File: src/rtl/decoder_scan_ctrl_if.sv
// Handshake/bus bundle between a scan requester and decoder_scan_ctrl.
// The optional dir signal exists only when SCAN_REVERSE_EN is defined.
interface decoder_scan_ctrl_if #(
  parameter int DIV_W = 8
);
  logic             start;
  logic             stop;
  logic             cont;
  logic [3:0]       mask;
  logic [DIV_W-1:0] div;
`ifdef SCAN_REVERSE_EN
  logic             dir;
`endif
  logic [1:0]       addr;
  logic             valid;
  logic             busy;
  logic             done;

  // Requester side: issues commands, observes scan progress.
  modport master (
    output start, stop, cont, mask, div,
`ifdef SCAN_REVERSE_EN
    output dir,
`endif
    input  addr, valid, busy, done
  );

  // Controller side.
  modport slave (
    input  start, stop, cont, mask, div,
`ifdef SCAN_REVERSE_EN
    input  dir,
`endif
    output addr, valid, busy, done
  );
endinterface

File: src/rtl/decoder_scan_ctrl.sv
// Scan controller stepping a 2-to-4 decoder select through its unmasked
// lines, each held div+1 cycles, as a single sweep or a continuous scan.
// Optional macro SCAN_REVERSE_EN adds a latched dir input (1 = descending).
module decoder_scan_ctrl #(
  parameter int DIV_W = 8
) (
  input  logic                 clk,
  input  logic                 rst,
  decoder_scan_ctrl_if.slave   bus
);

  typedef enum logic [1:0] {IDLE, DWELL, DONE} state_t;

  state_t           state_q, state_d;
  logic [1:0]       addr_q, addr_d;
  logic             valid_q, valid_d;
  logic             busy_q, busy_d;
  logic             done_q, done_d;
  logic [DIV_W-1:0] cnt_q, cnt_d;
  logic [DIV_W-1:0] div_q, div_d;
  logic [3:0]       mask_q, mask_d;
  logic             cont_q, cont_d;
  logic             dir_q, dir_d;
  logic             dir_in;
  logic [2:0]       nxt;

`ifdef SCAN_REVERSE_EN
  assign dir_in = bus.dir;
`else
  assign dir_in = 1'b0;
`endif

  // Lowest unmasked index (only meaningful when some line is unmasked).
  function automatic logic [1:0] first_up(input logic [3:0] m);
    logic [1:0] r = 2'd0;
    for (int i = 3; i >= 0; i--) if (!m[i]) r = 2'(i);
    return r;
  endfunction

  // Highest unmasked index.
  function automatic logic [1:0] first_down(input logic [3:0] m);
    logic [1:0] r = 2'd0;
    for (int i = 0; i < 4; i++) if (!m[i]) r = 2'(i);
    return r;
  endfunction

  // {found, index} of the nearest unmasked line above cur.
  function automatic logic [2:0] next_up(input logic [3:0] m, input logic [1:0] cur);
    logic [2:0] r = 3'd0;
    for (int i = 3; i >= 0; i--) if (i > int'(cur) && !m[i]) r = {1'b1, 2'(i)};
    return r;
  endfunction

  // {found, index} of the nearest unmasked line below cur.
  function automatic logic [2:0] next_down(input logic [3:0] m, input logic [1:0] cur);
    logic [2:0] r = 3'd0;
    for (int i = 0; i < 4; i++) if (i < int'(cur) && !m[i]) r = {1'b1, 2'(i)};
    return r;
  endfunction

  // Next-state and registered-output computation for the scan FSM.
  always_comb begin
    state_d = state_q;
    addr_d  = addr_q;
    valid_d = valid_q;
    busy_d  = busy_q;
    done_d  = 1'b0;
    cnt_d   = cnt_q;
    div_d   = div_q;
    mask_d  = mask_q;
    cont_d  = cont_q;
    dir_d   = dir_q;
    nxt     = dir_q ? next_down(mask_q, addr_q) : next_up(mask_q, addr_q);
    unique case (state_q)
      IDLE: begin
        if (bus.start && !bus.stop) begin
          mask_d = bus.mask;
          div_d  = bus.div;
          cont_d = bus.cont;
          dir_d  = dir_in;
          if (&bus.mask) begin
            state_d = DONE;
            done_d  = 1'b1;
          end else begin
            state_d = DWELL;
            addr_d  = dir_in ? first_down(bus.mask) : first_up(bus.mask);
            valid_d = 1'b1;
            busy_d  = 1'b1;
            cnt_d   = bus.div;
          end
        end
      end
      DWELL: begin
        if (bus.stop) begin
          state_d = IDLE;
          valid_d = 1'b0;
          busy_d  = 1'b0;
        end else if (cnt_q != '0) begin
          cnt_d = cnt_q - DIV_W'(1);
        end else if (nxt[2]) begin
          addr_d = nxt[1:0];
          cnt_d  = div_q;
        end else if (cont_q) begin
          // Wrap; may land on the current line when only one is unmasked.
          addr_d = dir_q ? first_down(mask_q) : first_up(mask_q);
          cnt_d  = div_q;
        end else begin
          state_d = DONE;
          valid_d = 1'b0;
          busy_d  = 1'b0;
          done_d  = 1'b1;
        end
      end
      DONE: begin
        state_d = IDLE;
      end
      default: begin
        state_d = IDLE;
        valid_d = 1'b0;
        busy_d  = 1'b0;
      end
    endcase
  end

  // All state and outputs registered; reset clears everything, including latches.
  always_ff @(posedge clk) begin
    if (rst) begin
      state_q <= IDLE;
      addr_q  <= 2'd0;
      valid_q <= 1'b0;
      busy_q  <= 1'b0;
      done_q  <= 1'b0;
      cnt_q   <= '0;
      div_q   <= '0;
      mask_q  <= 4'd0;
      cont_q  <= 1'b0;
      dir_q   <= 1'b0;
    end else begin
      state_q <= state_d;
      addr_q  <= addr_d;
      valid_q <= valid_d;
      busy_q  <= busy_d;
      done_q  <= done_d;
      cnt_q   <= cnt_d;
      div_q   <= div_d;
      mask_q  <= mask_d;
      cont_q  <= cont_d;
      dir_q   <= dir_d;
    end
  end

  assign bus.addr  = addr_q;
  assign bus.valid = valid_q;
  assign bus.busy  = busy_q;
  assign bus.done  = done_q;

endmodule

File: src/flat_wrapper.sv
// flat-port wrapper written by rule: the top's interface ports become plain ports
module decoder_scan_ctrl_flat 
#(
  parameter int DIV_W = 8
)
  (clk, rst, bus_start, bus_stop, bus_cont, bus_mask, bus_div, bus_addr, bus_valid, bus_busy, bus_done);
  decoder_scan_ctrl_if #(.DIV_W(DIV_W)) bus_i ();
  input  logic clk;
  input  logic rst;
  input wire logic [$bits(bus_i.start)-1:0] bus_start;
  input wire logic [$bits(bus_i.stop)-1:0] bus_stop;
  input wire logic [$bits(bus_i.cont)-1:0] bus_cont;
  input wire logic [$bits(bus_i.mask)-1:0] bus_mask;
  input wire logic [$bits(bus_i.div)-1:0] bus_div;
  output wire logic [$bits(bus_i.addr)-1:0] bus_addr;
  output wire logic [$bits(bus_i.valid)-1:0] bus_valid;
  output wire logic [$bits(bus_i.busy)-1:0] bus_busy;
  output wire logic [$bits(bus_i.done)-1:0] bus_done;
  assign bus_i.start = bus_start;
  assign bus_i.stop = bus_stop;
  assign bus_i.cont = bus_cont;
  assign bus_i.mask = bus_mask;
  assign bus_i.div = bus_div;
  assign bus_addr = bus_i.addr;
  assign bus_valid = bus_i.valid;
  assign bus_busy = bus_i.busy;
  assign bus_done = bus_i.done;
  decoder_scan_ctrl #(.DIV_W(DIV_W)) u_core (.clk(clk), .rst(rst), .bus(bus_i));
endmodule
File: config.mk
export PLATFORM = sky130hd
export DESIGN_NAME = decoder_scan_ctrl_flat
export DESIGN_NICKNAME = d
export VERILOG_FILES = /design/src/rtl/decoder_scan_ctrl_if.sv /design/src/rtl/decoder_scan_ctrl.sv /design/src/flat_wrapper.sv
export SDC_FILE = /design/constraint.sdc
export NUM_CORES = 1
export LEC_CHECK = 0
export CORE_MARGIN = 2
export CORE_UTILIZATION = 35
export DETAILED_ROUTE_END_ITERATION = 10
export PLACE_DENSITY = 0.61
export SYNTH_ARGS = -nofsm -noshare
export SYNTH_HDL_FRONTEND = slang
export SYNTH_SLANG_ARGS = --single-unit
File: constraint.sdc
create_clock -name clk -period 3.9 [get_ports clk]
set_clock_uncertainty 0.2 [all_clocks]
set_input_delay 0.78 -clock clk [delete_from_list [all_inputs] [get_ports clk]]
set_output_delay 0.78 -clock clk [all_outputs]
set_load 0.01 [all_outputs]
### Word level (Yosys, flattened, before mapping)

Index checks and enable logic that the tools add are counted.

| storage, ports and cells | value |
|---|---|
| logic and storage cells | 87 |
| input bits | 17 |
| output and inout bits | 5 |
| register bits after elaboration | 27 |

| cells by class | value |
|---|---|
| bitwise gates (word level) | 1 |
| $lt $le $gt $ge | 3 |
| multiplexer cells | 46 |
| reductions and logical operators | 17 |
| add/subtract/negate cells | 1 |
| equality and inequality tests | 11 |

Operators by type and width:

| kind | number |
|---|---|
| $mux W8 | 6 |
| $mux W2 | 20 |
| $pmux W8 S2 | 1 |
| $mux W1 | 12 |
| $reduce_and A6 Y1 | 2 |
| $mux W3 | 3 |
| $ne A3 B3 Y1 const B | 3 |
| $pmux W2 S2 | 2 |
| $reduce_and A4 Y1 | 2 |
| $reduce_bool A8 Y1 | 1 |
| $sub A8 B1 Y8 const B | 1 |
| $ne A2 B2 Y1 const B | 3 |
| $reduce_and A5 Y1 | 1 |
| $gt A2 B2 Y1 const A | 2 |
| $logic_and A1 B1 Y1 | 4 |
| $logic_not A1 Y1 | 4 |
| $ne A4 B1 Y1 const B | 1 |
| $ne A3 B1 Y1 const B | 1 |
| $pmux W1 S3 | 1 |
| $eq A2 B1 Y1 const B | 1 |
| $eq A2 B2 Y1 const B | 1 |
| $gt A1 B2 Y1 const A | 1 |
| $logic_not A2 Y1 | 1 |
| $ne A2 B1 Y1 const B | 1 |
| 4 further kinds | 4 |

### Depth between registers and ports, before layout

| depth | value |
|---|---|
| word-level depth | 9 |
| mapped depth | 7 |
| gate-level depth less buffers | 7 |

### Worst setup path after synthesis

No wires, ideal clock.

| path | value |
|---|---|
| path type | reg2reg |
| from | register u_core.cnt_q[0] |
| to | register u_core.cnt_q[7] |
| clock period less this slack | 2118 ps |
| required time | 3609 ps |
| slack | 1782 ps |
| library setup time | 91 ps |
| data arrival time | 1827 ps |
| buffers on the path | 0 |
| cell stages (with the launch flop) | 8 |
| path through | dfxtp_1 -> inv_1 -> ha_1 -> nor3b_1 -> and2_1 -> a311oi_2 -> nor2_1 -> a311oi_1 |

| on the way | value |
|---|---|
| word-level cells in the longest chain between the ends | 4 |
| elaborated cells between the ends (all ways) | 7 |
| classes of those cells | 1 x add/sub; 1 x eq/ne; 3 x mux; 2 x reduce/logical |

Ends and longest elaborated chain:

| what | RTL line | text |
|---|---|---|
| start, declared | decoder_scan_ctrl.sv:19 | `logic [DIV_W-1:0] cnt_q, cnt_d;` |
| start signal, assigned | decoder_scan_ctrl.sv:144 | `cnt_q <= cnt_d;` |
| $sub A8 B1 Y8 / $reduce_bool A8 Y1 (equally long branches) | decoder_scan_ctrl.sv:99, decoder_scan_ctrl.sv:98 |  |
| $mux W8 | decoder_scan_ctrl.sv:98 | `end else if (cnt_q != '0) begin` |
| $mux W8 | decoder_scan_ctrl.sv:94 | `if (bus.stop) begin` |
| $pmux W8 S2 | decoder_scan_ctrl.sv:74 | `unique case (state_q)` |

Parallel ways exist; a longest one is shown, timed or not. The select of a mux whose other input is x is not followed.
A chain may end at the register's enable or synchronous reset.

### Worst setup path after layout

| path | value |
|---|---|
| from | input bus_stop |
| to | register u_core.cnt_q[7] |

| on the way | value |
|---|---|
| word-level cells in the longest chain between the ends | 4 |
| elaborated cells between the ends (all ways) | 5 |
| classes of those cells | 2 x eq/ne; 3 x reduce/logical |

Ends and longest elaborated chain:

| what | RTL line | text |
|---|---|---|
| start, declared | flat_wrapper.sv:11 | `input wire logic [$bits(bus_i.stop)-1:0] bus_stop;` |
| $logic_not A1 Y1 | decoder_scan_ctrl.sv:76 | `if (bus.start && !bus.stop) begin` |
| $logic_and A1 B1 Y1 | decoder_scan_ctrl.sv:76 |  |
| $ne A2 B1 Y1 (no line) | -- |  |
| $reduce_and A5 Y1 (no line) * | -- |  |

Mark *: on every way between the ends. The rest lies on a longest branch, timed or not.

==> run_results.csv <==
group,metric,value,unit
finish,fin_util,0.441,
synthesis,synth_edf_count,0,
drt,initialDrtViolationCount,96,
global_routing,grt_pass1_vias,1305,
synthesis,ys_types,49,
finish,drive_gt1_frac,0.0664,
setup_path,crit_type,"in -> reg",
die,dieWidth,69.0,um
drt,dr.pass1.iters,4,
global_routing,antenna_found_initial,0,
finish,syn_to_final_growth,20.2,%
synthesis,syn_avg_cell_area,7.70,um2
global_routing,grt-ovfl-total,0,
sta,worst_slew_pin_slew,789,ps
synthesis,synth_nets,210,
placed_design,port_buffers,21,
global_routing,grt_max_degree,19,
synthesis,synth-adder-area-share,0.00847,
sta,max-slew-margin-rel,0.473,
drt,num_vias,1422,
worst_hold_path,min_path_type,"reg -> reg",
die,core,4030,um2
setup_path,endpoint_kind,"register",
global_routing,track_usage,0.184,
synthesis,syn-instance-count,192,
sta,rsz0062_at_grt,"no",
placed_design,dp.cells,257,
power,p_total,665,uW
synthesis,netlist.area_leader.share,0.366,
clock_tree,post_cts_buffers,0,
job,cap_violations,0,
clock_tree,cts_tree,"done",
die,dieArea,4760,um2
outcome,status,"finished clean",
sta,max_freq,0.388,GHz
setup_path,cp.required,3890,ps
clock_tree,insertion_delay,270,ps
drt,via_per_inst,5.45,
setup_path,critical_path_arrival,2570,ps
clock_tree,cts_max_level,1,
synthesis,synth_top_family_by_area,"compound AO/OA/AOI/OAI gates",
setup_path,worst_path_max_delay_cell,"a311oi_2",
sta,tns,0,ps
setup_path,path_buf_inv,1,
clock_tree,numCtsBuffers,3,
sta,drv_slew,0,
power,leakagePower,0.626,nW
sta,hold_violations,0,
finish,seqCellArea,541,um2
finish,stdcell_count,261,
synthesis,synth_compound_area_frac,0.290,
synthesis,synth-simple-area-share,0.274,
setup_path,cp-start-kind,"primary input",
sta,holdWs,256,ps
placed_design,post-place-ws,1030,ps
drt,routed_wl,3780,um
die,num_rows,23,
finish,n_antenna_cell,0,
synthesis,synth.largest_area_cell,"dfxtp_1",
drt,drc_errors,0,
die,initial_core_util,0.367,
sta,finalSetupViolCount,0,
setup_path,critPathTopFamily,"compound AO/OA/AOI/OAI gates",
clock_tree,postCtsHoldBufs,0,
clock_tree,clock_path_buffers,2,
global_routing,grt_pass1_wl,6440,um
clock_tree,root_buffer,"clkbuf_8",
sta,layout_min_cycle_time,2580,ps
synthesis,async_reset_ff_frac,0,
finish,design_area,1780,um2
clock_tree,cts_sinks,27,
power,ir_worst_vdd,0.121,mV
setup_path,crit_top_cell,"nor2_1",
drt,drtAntennaViolNets,0,
clock_tree,clk_pin_slew_worst_paths,100,ps
synthesis,synth_area_leaders,"dfxtp_1 37%, nand2_1 10%, a21oi_1 7.8%",
placed_design,place_area,1730,um2
synthesis,synthXorXnorAreaFrac,0.0178,
setup_path,crit_fanout,10,
placed_design,gp_congestion,0.809,
finish,multi_input_area,873,um2
synthesis,ys.warnings.count,0,
finish,fill_cells,433,
synthesis,synth_seq_cells,27,
setup_path,critPathMaxStageDelay,640,ps
synthesis,netlist_area,1480,um2
finish,fin_nets,230,
synthesis,synthMuxAreaShare,0,
synthesis,seq_area_frac_synth,0.366,
synthesis,synthFlopType,"dfxtp_1",
sta,period_share,0.661,
die,die_h,69.0,um
placed_design,hpwl,2680,um
die,io-pin-count,22,
drt,wl_per_cell,14.5,um
clock_tree,cts-resized-gates,0,
power,p_per_area,374,nW/um2
setup_path,path_cells,"clkdlybuf4s50_1, nor2_1, o21ai_1, a311oi_2, nor2_1, a311oi_1",
sta,fin_ws,1320,ps
-- metal layers --
metal  vias to the layer above  GRT usage  routed length (um)
met1                       655      0.263                1950
li1                        742          -                   -
met5                         -          0                   0
met2                        21      0.279                1680
met4                         0     0.0809                  63
met3                         4     0.0195                  75
-- cells by family after synthesis --
kind of cell    Yosys count
simple gates             80
compound gates           65
flops                    27
buf+inv                  16
xor+xnor                  3
fa+ha+maj                 1
-- worst reg2reg max path, cell delays in order, from the launching register on --
cell and delay (ps):
dfxtp_1 460, inv_1 70, ha_1 270, nor3b_1 180
and2_1 210, a311oi_2 650, nor2_1 90, a311oi_1 260
-- Yosys cell counts (2+ instances only) --
cell,count
o41ai_1,3
nor4_2,2
a31oi_1,3
nor3_1,5
a21oi_1,23
o211ai_1,3
o21ai_1,7
and3_1,2
a211oi_1,2
nor4b_1,2
nor3b_1,2
nand2b_1,3
inv_1,8
nor2_1,8
nand2_1,41
dfxtp_1,27
a21o_1,2
o22ai_1,3
nor2b_1,4
o21ai_0,6
xnor2_1,2
clkbuf_1,7
-- final cells by class --
type                            instances  share of cell area
Multi-Input combinational cell        149               0.492
Sequential cell                        27               0.304
Timing Repair Buffer                   23               0.127
Tap cell                               50              0.0352
Clock buffer                            4              0.0254
Inverter                                8              0.0169
-- final timing paths --
kind,slack [ps],start,end,depth (start not counted)
min,260,u_core.div_q[6],u_core.div_q[6],2
max,1320,bus_stop,u_core.cnt_q[7],6
max reg2reg,1420,u_core.cnt_q[0],u_core.cnt_q[7],7
min reg2reg,260,u_core.div_q[6],u_core.div_q[6],2
-- flip-flops by register name, summed over array words and instances (netlist names) --
register and flops:
u_core.bus.addr 2, u_core.bus.done 1, u_core.bus.valid 1, u_core.cnt_q 8, u_core.cont_q 1, u_core.div_q 8, u_core.mask_q 4, u_core.state_q 2
-- power by group --
part / switching, mW / internal, mW / total, mW
combinational: 0.0964 / 0.0828 / 0.179
clock: 0.0918 / 0.0734 / 0.165
sequential: 0.0255 / 0.295 / 0.320
-- cells in the final DEF (no fill, tap or decap), types with 2 or more instances in the layout --
cell type	Yosys	routed
clkdlybuf4s50_1	0	21
nor2b_1	4	4
o21ai_1	7	7
o211ai_1	3	3
o21ai_0	6	6
inv_1	8	8
a21oi_1	23	23
o22ai_1	3	3
nor4b_1	2	2
dfxtp_1	27	27
buf_4	1	2
nor2_1	8	8
nor4_2	2	2
nand2b_1	3	3
a31oi_1	3	3
nand2_1	41	41
nor3b_1	2	2
a211oi_1	2	2
a21o_1	2	2
clkbuf_8	0	3
o41ai_1	3	3
nor3_1	5	5
xnor2_1	2	2
and3_1	2	2
Power figures use the tool's default switching activity.
==> RTL change, RTL diff (same settings) <==
`DIV_W` is set to 8 in 3 places; all go to 7.
--- a/src/rtl/decoder_scan_ctrl_if.sv
+++ b/src/rtl/decoder_scan_ctrl_if.sv
@@ -1,7 +1,7 @@
 // Handshake/bus bundle between a scan requester and decoder_scan_ctrl.
 // The optional dir signal exists only when SCAN_REVERSE_EN is defined.
 interface decoder_scan_ctrl_if #(
-  parameter int DIV_W = 8
+  parameter int DIV_W = 7
 );
   logic             start;
   logic             stop;
--- a/src/rtl/decoder_scan_ctrl.sv
+++ b/src/rtl/decoder_scan_ctrl.sv
@@ -2,7 +2,7 @@
 // lines, each held div+1 cycles, as a single sweep or a continuous scan.
 // Optional macro SCAN_REVERSE_EN adds a latched dir input (1 = descending).
 module decoder_scan_ctrl #(
-  parameter int DIV_W = 8
+  parameter int DIV_W = 7
 ) (
   input  logic                 clk,
   input  logic                 rst,
--- a/src/flat_wrapper.sv
+++ b/src/flat_wrapper.sv
@@ -1,7 +1,7 @@
 // flat-port wrapper written by rule: the top's interface ports become plain ports
 module decoder_scan_ctrl_flat 
 #(
-  parameter int DIV_W = 8
+  parameter int DIV_W = 7
 )
   (clk, rst, bus_start, bus_stop, bus_cont, bus_mask, bus_div, bus_addr, bus_valid, bus_busy, bus_done);
   decoder_scan_ctrl_if #(.DIV_W(DIV_W)) bus_i ();
Interface: changed (resized bus_div); port bits go from 22 to 21. The function was not compared with the original's and may differ.
==> RTL change against the unedited design <==
Global-route usage fell by 2.7 points. Worst setup slack improved by 0.015 ns. Die area fell by 6.4%. Final area fell by 8.5%. Hold slack improved by 0.0026 ns. Combinational power fell by 20%. Core utilization fell by 0.36 points. Sequential cell count fell by 2. Largest cell class unchanged. Power fell by 12%. Critical endpoint is now u_core.cnt_q[6]. Area after synthesis fell by 6.8%. Routed wire length fell by 16%. First-iteration DRC count rose by 16%. Count of clock-buffer cells in the layout did not move.
==> RTL change: results (changes against the unedited design) <==
worst r2r src=u_core.cnt_q[2]; Peak supply drop=224 uV (+85%); Leak=0.600 nW (-4.2%); largest net degree at the start of global routing=20 (+1); Clock-cell share=2.77% (+0.24 points); CP arrival=2.54 ns (-0.03 ns); crit-path max FO=14 (+4); post-synthesis xor/xnor area fraction=1.27% (-0.51 points); PortBufs=20 (-4.8%); Layout area overhead=18.0%; most common library cells after synthesis=33 x nand2_1, 25 x dfxtp_1, 21 x a21oi_1; setup slack, reg-to-reg=1.51 ns (+0.09 ns); Synth area leaders=dfxtp_1 36%, nand2_1 9.0%, a21oi_1 7.6%, nor2_1 5.4%, o21ai_0 3.3%; final WL=3160 um (-16%); vias in the first global route=1222 (-6.4%); NetSw=174 uW (-19%); first-pass GRT wire length=5320 um (-17%); worst min-delay path endpoint=u_core.div_q[4]; area of the multi-input gates=786 um2 (-10%); DR vias/cell=5.40 (-0.80%); GRT Util Overall=15.7% (-2.7 points); Hold Path Stages=2 (unchanged); placed cell count=238 (-7.4%); mux share of post-synthesis cell area=2.27% (+2.3 points); buffering overhead=12.8% (+0.10 points); Signal buffers=21 (-8.7%); status=complete, no violations; GPL Wtd Cong=0.834 (+3.1%); Top Registers=u_core.cnt_q (7), u_core.div_q (7), u_core.mask_q (4); Critical Path Source=bus_start; dpl ws=1.06 ns (+0.0240 ns); Detailed Place HPWL=2270 um (-15%); # fillers=380 (-12%); fin nets=213 (-7.4%); Min-Delay Startpoint=u_core.div_q[4]; Sink Count=25 (-7.4%); worst hold slack=0.259 ns (+0.00256 ns); 1st-iter DRT viols=111 (+16%); Netlist cell types=45 (-8.2%); invs w/o clock=7 (-1); Max-slew headroom=50.8% (+3.5 points); critical path endpoint=u_core.cnt_q[6]; Compound-Gate Fraction of Synth Area=28.1% (-0.98 points); storage element area=500 um2 (-7.4%); layout cells sized above 1=7.73% (+1.1 points); reg2reg end=u_core.cnt_q[2]; Clock transition at path regs=0.08 ns (-0.02 ns); Synth Area in Adders=1.82% (+0.97 points); final worst path period share=65.8% (-0.39 points); comb_multi_in=137 (-8.1%); FF-to-FF path depth=5 (-2); sequential share of the synthesized area=36.3% (-0.25 points)
-- RTL change: changes by cell type after synthesis, moves of 3 or more --
cell      unedited run  this run
nor2_1               8        20
nand2_1             41        33
o21ai_1              7         4
o21ai_0              6         9
o41ai_1              3         0
o211ai_1             3         0
-- RTL change: power groups by stage --
stage	sequential [mW]	combinational, mW	clock, mW
CTS	0.288	0.144	0.159
floorplan	0.290	0.109	0
finish	0.289	0.143	0.154
detailed placement	0.294	0.143	0
global route	0.291	0.162	0.171
global placement	0.293	0.142	0
-- RTL change: worst max-delay path: stages --
cell             delay [ns]
clkdlybuf4s50_1        0.47
or2b_2                 0.33
nor2_1                 0.30
o311a_4                0.36
nor2_1                 0.07
a311oi_2               0.23
-- RTL change: per-layer routing --
layer,wire length (um),part of all wire [%],vias up,track usage (%)
li1,-,-,669,-
met1,1460,46,607,18.9
met2,1510,48,24,25.9
met3,129,4.1,8,4.90
met4,65,2.1,0,6.12
met5,0,0,-,0
